$ cat src/rtl/vga_pixel_fifo_out_if.sv
// Pixel FIFO bundle: upstream write port, occupancy status, and the timing-generator/DAC side.
// master drives requests and syncs; slave is the FIFO.
interface vga_pixel_fifo_out_if #(
    parameter int P_DEPTH_N = 6
);
    logic                 iFLUSH;
    logic                 iWR_REQ;
    logic [23:0]          iWR_DATA;
    logic                 oWR_FULL;
    logic                 oWR_ALMOST_FULL;
    logic [P_DEPTH_N:0]   oCOUNT;
    logic                 iDATA_REQ;
    logic                 iDISP_VSYNC;
    logic                 iDISP_HSYNC;
    logic                 iDISP_BLANK;
    logic [7:0]           oDISP_R;
    logic [7:0]           oDISP_G;
    logic [7:0]           oDISP_B;
    logic                 oDISP_VSYNC;
    logic                 oDISP_HSYNC;
    logic                 oDISP_BLANK;
    logic                 oUNDERFLOW;

    modport master (
        output iFLUSH, iWR_REQ, iWR_DATA, iDATA_REQ, iDISP_VSYNC, iDISP_HSYNC, iDISP_BLANK,
        input  oWR_FULL, oWR_ALMOST_FULL, oCOUNT, oDISP_R, oDISP_G, oDISP_B,
               oDISP_VSYNC, oDISP_HSYNC, oDISP_BLANK, oUNDERFLOW
    );

    modport slave (
        input  iFLUSH, iWR_REQ, iWR_DATA, iDATA_REQ, iDISP_VSYNC, iDISP_HSYNC, iDISP_BLANK,
        output oWR_FULL, oWR_ALMOST_FULL, oCOUNT, oDISP_R, oDISP_G, oDISP_B,
               oDISP_VSYNC, oDISP_HSYNC, oDISP_BLANK, oUNDERFLOW
    );
endinterface

$ cat src/rtl/vga_pixel_fifo_out.sv
// Single-clock pixel FIFO in front of the video DAC; RGB is read out with one cycle of latency
// and the timing syncs/blank are delayed by one register so they stay aligned with it.
module vga_pixel_fifo_out #(
    parameter int P_DEPTH   = 64,
    parameter int P_DEPTH_N = 6,
    parameter int P_AFULL   = 56
) (
    input  logic                   iVGA_CLOCK,
    input  logic                   iRESET_SYNC,
    vga_pixel_fifo_out_if.slave    bus
);
    localparam logic [P_DEPTH_N:0]   LP_DEPTH   = (P_DEPTH_N + 1)'(P_DEPTH);
    localparam logic [P_DEPTH_N:0]   LP_AFULL   = (P_DEPTH_N + 1)'(P_AFULL);
    localparam logic [P_DEPTH_N:0]   LP_CNT_ONE = (P_DEPTH_N + 1)'(1);
    localparam logic [P_DEPTH_N-1:0] LP_PTR_ONE = P_DEPTH_N'(1);

    logic [23:0]          r_mem [P_DEPTH];
    logic [P_DEPTH_N-1:0] r_wr_ptr;
    logic [P_DEPTH_N-1:0] r_rd_ptr;
    logic [P_DEPTH_N:0]   r_count;
    logic [23:0]          r_rgb;
    logic                 r_vsync;
    logic                 r_hsync;
    logic                 r_blank;
    logic                 r_underflow;

    logic w_wr_ok;
    logic w_rd_ok;
    logic w_mem_we;

    // Acceptance uses the pre-cycle count, so a pop never frees room for a same-cycle write.
    assign w_wr_ok  = bus.iWR_REQ && (r_count != LP_DEPTH);
    assign w_rd_ok  = bus.iDATA_REQ && (r_count != '0);
    assign w_mem_we = w_wr_ok && !iRESET_SYNC && !bus.iFLUSH;

    always_ff @(posedge iVGA_CLOCK) begin
        if (w_mem_we) begin
            r_mem[r_wr_ptr] <= bus.iWR_DATA;
        end
    end

    always_ff @(posedge iVGA_CLOCK) begin
        if (iRESET_SYNC) begin
            r_wr_ptr    <= '0;
            r_rd_ptr    <= '0;
            r_count     <= '0;
            r_rgb       <= '0;
            r_underflow <= 1'b0;
        end else if (bus.iFLUSH) begin
            r_wr_ptr    <= '0;
            r_rd_ptr    <= '0;
            r_count     <= '0;
            r_rgb       <= '0;
            r_underflow <= 1'b0;
        end else begin
            if (w_wr_ok) begin
                r_wr_ptr <= r_wr_ptr + LP_PTR_ONE;
            end
            if (w_rd_ok) begin
                r_rd_ptr <= r_rd_ptr + LP_PTR_ONE;
                r_rgb    <= r_mem[r_rd_ptr];
            end else begin
                r_rgb    <= '0;
            end
            if (bus.iDATA_REQ && (r_count == '0)) begin
                r_underflow <= 1'b1;
            end
            case ({w_wr_ok, w_rd_ok})
                2'b10:   r_count <= r_count + LP_CNT_ONE;
                2'b01:   r_count <= r_count - LP_CNT_ONE;
                default: r_count <= r_count;
            endcase
        end
    end

    // Sync/blank keep flowing through flush; only reset parks them inactive-high.
    always_ff @(posedge iVGA_CLOCK) begin
        if (iRESET_SYNC) begin
            r_vsync <= 1'b1;
            r_hsync <= 1'b1;
            r_blank <= 1'b1;
        end else begin
            r_vsync <= bus.iDISP_VSYNC;
            r_hsync <= bus.iDISP_HSYNC;
            r_blank <= bus.iDISP_BLANK;
        end
    end

    assign bus.oWR_FULL        = (r_count == LP_DEPTH);
    assign bus.oWR_ALMOST_FULL = (r_count >= LP_AFULL);
    assign bus.oCOUNT          = r_count;
    assign bus.oDISP_R         = r_rgb[23:16];
    assign bus.oDISP_G         = r_rgb[15:8];
    assign bus.oDISP_B         = r_rgb[7:0];
    assign bus.oDISP_VSYNC     = r_vsync;
    assign bus.oDISP_HSYNC     = r_hsync;
    assign bus.oDISP_BLANK     = r_blank;
    assign bus.oUNDERFLOW      = r_underflow;
endmodule

$ cat src/flat_wrapper.sv
// flat-port wrapper written by rule: the top's interface ports become plain ports
module vga_pixel_fifo_out_flat 
#(
    parameter int P_DEPTH   = 64,
    parameter int P_DEPTH_N = 6,
    parameter int P_AFULL   = 56
)
  (iVGA_CLOCK, iRESET_SYNC, bus_iFLUSH, bus_iWR_REQ, bus_iWR_DATA, bus_iDATA_REQ, bus_iDISP_VSYNC, bus_iDISP_HSYNC, bus_iDISP_BLANK, bus_oWR_FULL, bus_oWR_ALMOST_FULL, bus_oCOUNT, bus_oDISP_R, bus_oDISP_G, bus_oDISP_B, bus_oDISP_VSYNC, bus_oDISP_HSYNC, bus_oDISP_BLANK, bus_oUNDERFLOW);
  vga_pixel_fifo_out_if #(.P_DEPTH_N(P_DEPTH_N)) bus_i ();
  input  logic iVGA_CLOCK;
  input  logic iRESET_SYNC;
  input wire logic [$bits(bus_i.iFLUSH)-1:0] bus_iFLUSH;
  input wire logic [$bits(bus_i.iWR_REQ)-1:0] bus_iWR_REQ;
  input wire logic [$bits(bus_i.iWR_DATA)-1:0] bus_iWR_DATA;
  input wire logic [$bits(bus_i.iDATA_REQ)-1:0] bus_iDATA_REQ;
  input wire logic [$bits(bus_i.iDISP_VSYNC)-1:0] bus_iDISP_VSYNC;
  input wire logic [$bits(bus_i.iDISP_HSYNC)-1:0] bus_iDISP_HSYNC;
  input wire logic [$bits(bus_i.iDISP_BLANK)-1:0] bus_iDISP_BLANK;
  output wire logic [$bits(bus_i.oWR_FULL)-1:0] bus_oWR_FULL;
  output wire logic [$bits(bus_i.oWR_ALMOST_FULL)-1:0] bus_oWR_ALMOST_FULL;
  output wire logic [$bits(bus_i.oCOUNT)-1:0] bus_oCOUNT;
  output wire logic [$bits(bus_i.oDISP_R)-1:0] bus_oDISP_R;
  output wire logic [$bits(bus_i.oDISP_G)-1:0] bus_oDISP_G;
  output wire logic [$bits(bus_i.oDISP_B)-1:0] bus_oDISP_B;
  output wire logic [$bits(bus_i.oDISP_VSYNC)-1:0] bus_oDISP_VSYNC;
  output wire logic [$bits(bus_i.oDISP_HSYNC)-1:0] bus_oDISP_HSYNC;
  output wire logic [$bits(bus_i.oDISP_BLANK)-1:0] bus_oDISP_BLANK;
  output wire logic [$bits(bus_i.oUNDERFLOW)-1:0] bus_oUNDERFLOW;
  assign bus_i.iFLUSH = bus_iFLUSH;
  assign bus_i.iWR_REQ = bus_iWR_REQ;
  assign bus_i.iWR_DATA = bus_iWR_DATA;
  assign bus_i.iDATA_REQ = bus_iDATA_REQ;
  assign bus_i.iDISP_VSYNC = bus_iDISP_VSYNC;
  assign bus_i.iDISP_HSYNC = bus_iDISP_HSYNC;
  assign bus_i.iDISP_BLANK = bus_iDISP_BLANK;
  assign bus_oWR_FULL = bus_i.oWR_FULL;
  assign bus_oWR_ALMOST_FULL = bus_i.oWR_ALMOST_FULL;
  assign bus_oCOUNT = bus_i.oCOUNT;
  assign bus_oDISP_R = bus_i.oDISP_R;
  assign bus_oDISP_G = bus_i.oDISP_G;
  assign bus_oDISP_B = bus_i.oDISP_B;
  assign bus_oDISP_VSYNC = bus_i.oDISP_VSYNC;
  assign bus_oDISP_HSYNC = bus_i.oDISP_HSYNC;
  assign bus_oDISP_BLANK = bus_i.oDISP_BLANK;
  assign bus_oUNDERFLOW = bus_i.oUNDERFLOW;
  vga_pixel_fifo_out #(.P_DEPTH(P_DEPTH), .P_DEPTH_N(P_DEPTH_N), .P_AFULL(P_AFULL)) u_core (.iVGA_CLOCK(iVGA_CLOCK), .iRESET_SYNC(iRESET_SYNC), .bus(bus_i));
endmodule
$ cat config.mk
export PLATFORM = sky130hd
export DESIGN_NAME = vga_pixel_fifo_out_flat
export DESIGN_NICKNAME = d
export VERILOG_FILES = /design/src/rtl/vga_pixel_fifo_out_if.sv /design/src/rtl/vga_pixel_fifo_out.sv /design/src/flat_wrapper.sv
export SDC_FILE = /design/constraint.sdc
export NUM_CORES = 1
export LEC_CHECK = 0
export CORE_ASPECT_RATIO = 1.2
export CORE_MARGIN = 2
export CORE_UTILIZATION = 56
export DETAILED_ROUTE_END_ITERATION = 7
export PLACE_DENSITY = 0.75
export SLEW_MARGIN = 20
export SYNTH_ARGS = -nofsm -noshare
export SYNTH_HDL_FRONTEND = slang
export SYNTH_SLANG_ARGS = --single-unit
$ cat constraint.sdc
create_clock -name iVGA_CLOCK -period 3.3 [get_ports iVGA_CLOCK]
set_input_delay 0.33 -clock iVGA_CLOCK [delete_from_list [all_inputs] [get_ports iVGA_CLOCK]]
set_output_delay 0.33 -clock iVGA_CLOCK [all_outputs]
set_load 0.01 [all_outputs]
==> results.sh, run 1 <==
export IMPL_globalRouteOverflowTotal=0
export IMPL_result_of_the_run="complete, no violations"
export IMPL_rows=131
export IMPL_clock_tree_root_cell="clkbuf_16"
export IMPL_path_delay_family="simple AND/OR/NAND/NOR gates"
export IMPL_synth_yosys_seq_area_share=0.780
export IMPL_setup_tns_final_ns=0
export IMPL_drt_first_iter_violations=4003
export IMPL_diodes=0
export IMPL_route_detailed_drc=0
export IMPL_timing_final_setup_violations=0
export IMPL_path_clk_slew_ns=0.07
export IMPL_dr_pass1_iters=6
export IMPL_placeableCoreArea_mm2=0.107
export IMPL_cp_common_cell="inv_1"
export IMPL_worstMarginPinSlew_ns=1.05
export IMPL_finish_utilization=0.647
export IMPL_maxCapViolations=0
export IMPL_cell_leakage_power_nw=20.9
export IMPL_maxSlewHeadroom=0.301
export IMPL_synth_ff_latch_count=1583
export IMPL_final_layout_size_suffix_gt1_frac=0.258
export IMPL_vias_in_the_first_global_route=30900
export IMPL_count_of_buffering_cells_on_the_critical_path_with_inverters_included=2
export IMPL_syn_inst=2820
export IMPL_die_y_um=364
export IMPL_number_of_sinks_handled_by_clock_tree_synthesis=1583
export IMPL_top_level_ports=69
export IMPL_dieArea_mm2=0.110
export IMPL_crit_path_max_incr_delay_ns=0.57
export IMPL_clk_latency_ns=0.77
export IMPL_asyncSetResetFlopFracSynth=0
export IMPL_mappedNetlistArea_mm2=0.0603
export IMPL_maxSlewViolCount=0
export IMPL_tritoncts="yes"
export IMPL_timing_critical_path_arrival_ns=3.80
export IMPL_cts_resized_gates=0
export IMPL_unrepaired_setup_endpoints_after_global_routing="false"
export IMPL_drt_wl_total_mm=152
export IMPL_nFillCells=6702
export IMPL_criticalPathCategory="register to register"
export IMPL_pin_count_of_the_biggest_net_entering_global_routing=65
export IMPL_clock_tree_htree_level_count=4
export IMPL_hold_buffers=0
export IMPL_post_dp_hpwl_mm=88.9
export IMPL_final_weighted_congestion_in_routability_driven_placement=0.836
export IMPL_synth_enable_flop_cells=1536
export IMPL_final_min_period_over_clock_period=0.950
export IMPL_total_via_count_after_detailed_routing=30800
export IMPL_input_output_buffers=68
export IMPL_ant_nets=0
export IMPL_power_per_cell_area_mw_per_mm2=581
export IMPL_synthToLayoutAreaGrowth_pct=14.2
export IMPL_synth_net_count=2861
export IMPL_worst_ep_required_time_ns=3.97
export IMPL_start_util=0.566
export IMPL_critPathSlowestCell="or4_4"
export IMPL_start_kind="register"
export IMPL_wire_per_inst_um=33.1
export IMPL_synthDistinctLibCells=55
export IMPL_detail_route_vias_per_cell=6.71
export IMPL_hold_class="primary input to register"
export IMPL_syn_avg_cell_area_um2=21.4
export IMPL_antenna_found_initial=4
export IMPL_clock_path_buffers=3
export IMPL_finalNetCount=3115
export IMPL_groute_usage_overall=0.277
export IMPL_clock_skew_ns=0.0281
export IMPL_critical_path_endpoint_type="register"
export IMPL_finalHoldViolCount=0
export IMPL_die_x_um=304
export IMPL_yosys_most_used_dff="edfxtp_1"
export IMPL_critical_path_cell_chain="or4_4, o41a_1, inv_1, ha_1, inv_1, fa_1, nor2b_1, o21a_1, nor3_1, or3_1, a21oi_1"
export IMPL_post_cts_buffers=0
export IMPL_cts_buffers=144
export IMPL_power_ir_vdd_worst_mv=0.718
export IMPL_timing_fmax_mhz=319
export IMPL_power_total_w=0.0400
export IMPL_final_min_clock_period_ns=3.14
export IMPL_synth_warning_count=0
export IMPL_wire_length_of_the_first_global_routing_pass_mm=218
export IMPL_critical_path_peak_fanout=4
==> synthesized netlist by cell type, types with 2 or more instances <==
cell / instances / area [um2]
o211ai_1: 2 / 15.0
o41a_1: 2 / 22.5
inv_1: 6 / 22.5
a21oi_1: 114 / 571
edfxtp_1: 1536 / 46100
and2_1: 2 / 12.5
nand3_1: 8 / 40.0
buf_2: 31 / 155
buf_6: 15 / 169
o21ai_0: 11 / 55.1
clkbuf_1: 84 / 315
o22ai_1: 15 / 93.8
buf_1: 4 / 15.0
nor4_1: 2 / 12.5
nand2_1: 18 / 67.6
buf_4: 29 / 218
nor2b_1: 7 / 43.8
xor2_1: 8 / 70.1
dfxtp_1: 47 / 941
o221ai_1: 81 / 709
nand3b_1: 5 / 37.5
mux2i_1: 220 / 2200
ha_1: 8 / 100
or3_1: 3 / 18.8
nand4_1: 3 / 18.8
a211oi_1: 25 / 188
a21o_1: 2 / 15.0
nand2_2: 3 / 18.8
a211oi_2: 10 / 125
and3_1: 2 / 12.5
a22o_1: 44 / 385
mux4_2: 288 / 6490
nor3_1: 4 / 20.0
xnor2_1: 3 / 26.3
or2_2: 5 / 31.3
o21a_1: 2 / 15.0
nor2_1: 88 / 330
a22oi_1: 52 / 390
o21ai_1: 15 / 75.1
==> flip-flops by register name, indices dropped and copies added (netlist names) <==
signal	flops
u_core.bus.oDISP_BLANK	1
u_core.bus.oDISP_HSYNC	1
u_core.r_wr_ptr	6
u_core.r_rgb	24
u_core.bus.oDISP_VSYNC	1
u_core.r_rd_ptr	6
u_core.r_mem	1536
u_core.bus.oCOUNT	7
u_core.bus.oUNDERFLOW	1
==> path summary, 6_finish.rpt <==
path	end	cells after the start	startpoint	slack, ns
max	u_core.bus.oCOUNT[4]	11	u_core.bus.oCOUNT[2]	0.16
min	u_core.r_mem[17][19]	1	bus_iWR_DATA[19]	0.08
max reg2reg	u_core.bus.oCOUNT[4]	11	u_core.bus.oCOUNT[2]	0.16
min reg2reg	u_core.bus.oUNDERFLOW	2	u_core.bus.oUNDERFLOW	0.48
==> cells in the final DEF (no fill, tap or decap), types with 21 or more instances in the layout <==
master and instances:
mux4_2 288, clkbuf_16 145, clkinv_1 32, clkinv_2 23, a22o_1 44, buf_4 157
nor2_2 64, a21oi_1 114, nor2_1 23, edfxtp_1 1536, buf_12 52, clkdlybuf4s50_1 44
mux2i_1 220, o221ai_1 81, a22oi_1 52, dfxtp_1 42, buf_2 21, a211oi_1 25
clkbuf_1 28
==> area by class of cell <==
| class | instances | area, um2 | area share |
|---|---|---|---|
| clock buffer | 175 | 3760 | 0.0546 |
| clock inverter | 91 | 996 | 0.0145 |
| inverter | 7 | 26.3 | 0.000381 |
| multi-input combinational | 1064 | 12500 | 0.182 |
| sequential | 1583 | 47100 | 0.683 |
| tap | 1396 | 1750 | 0.0253 |
| timing repair buffer | 274 | 2770 | 0.0401 |
==> power by group <==
| group | total (W) | internal, W | switching, W |
|---|---|---|---|
| Clock | 0.0169 | 0.00966 | 0.00722 |
| Combinational | 0.00106 | 0.000369 | 0.000689 |
| Sequential | 0.0221 | 0.0220 | 0.0000235 |
| Total | 0.0400 | 0.0321 | 0.00793 |
==> cell families (layout without fill, tap and decap cells) <==
logic type,after synthesis,in the layout,synth area share
fa+ha+maj,9,9,0.00199
simple gates,158,158,0.0123
compound gates,378,378,0.0446
buf+inv,173,547,0.0153
xor+xnor,11,11,0.00160
flops,1583,1583,0.780
mux,508,508,0.144
==> metal layers <==
| metal | vias to the layer above | part of all wire | GRT usage | routed length [um] |
|---|---|---|---|---|
| met5 | - | 0.00034 | 0 | 52 |
| met4 | 8 | 0.052 | 0.136 | 7930 |
| met3 | 364 | 0.085 | 0.0517 | 13000 |
| met2 | 1767 | 0.51 | 0.467 | 77000 |
| met1 | 16300 | 0.36 | 0.348 | 54100 |
| li1 | 12400 | - | - | - |
==> metrics by stage <==
step           cell area (um2)  cells  setup slack (ns)  hold WS, ns
2_1_floorplan            60300   2820            0.0348        0.429
5_1_grt                  68900   4590            0.0105       0.0804
4_1_cts                  68900   4590             0.152       0.0630
3_3_place_gp             64100   4324             0.214        0.454
3_5_place_dp             64100   4324             0.147        0.469
6_report                 68900   4590             0.165       0.0819
Power figures use the tool's default switching activity.
==> inputs of run 2 (changes only) <==
- GPL_ROUTABILITY_DRIVEN: default -> 0
==> results of run 2 <==
The final DEF is identical to that of run 1; final timing and power are the same.
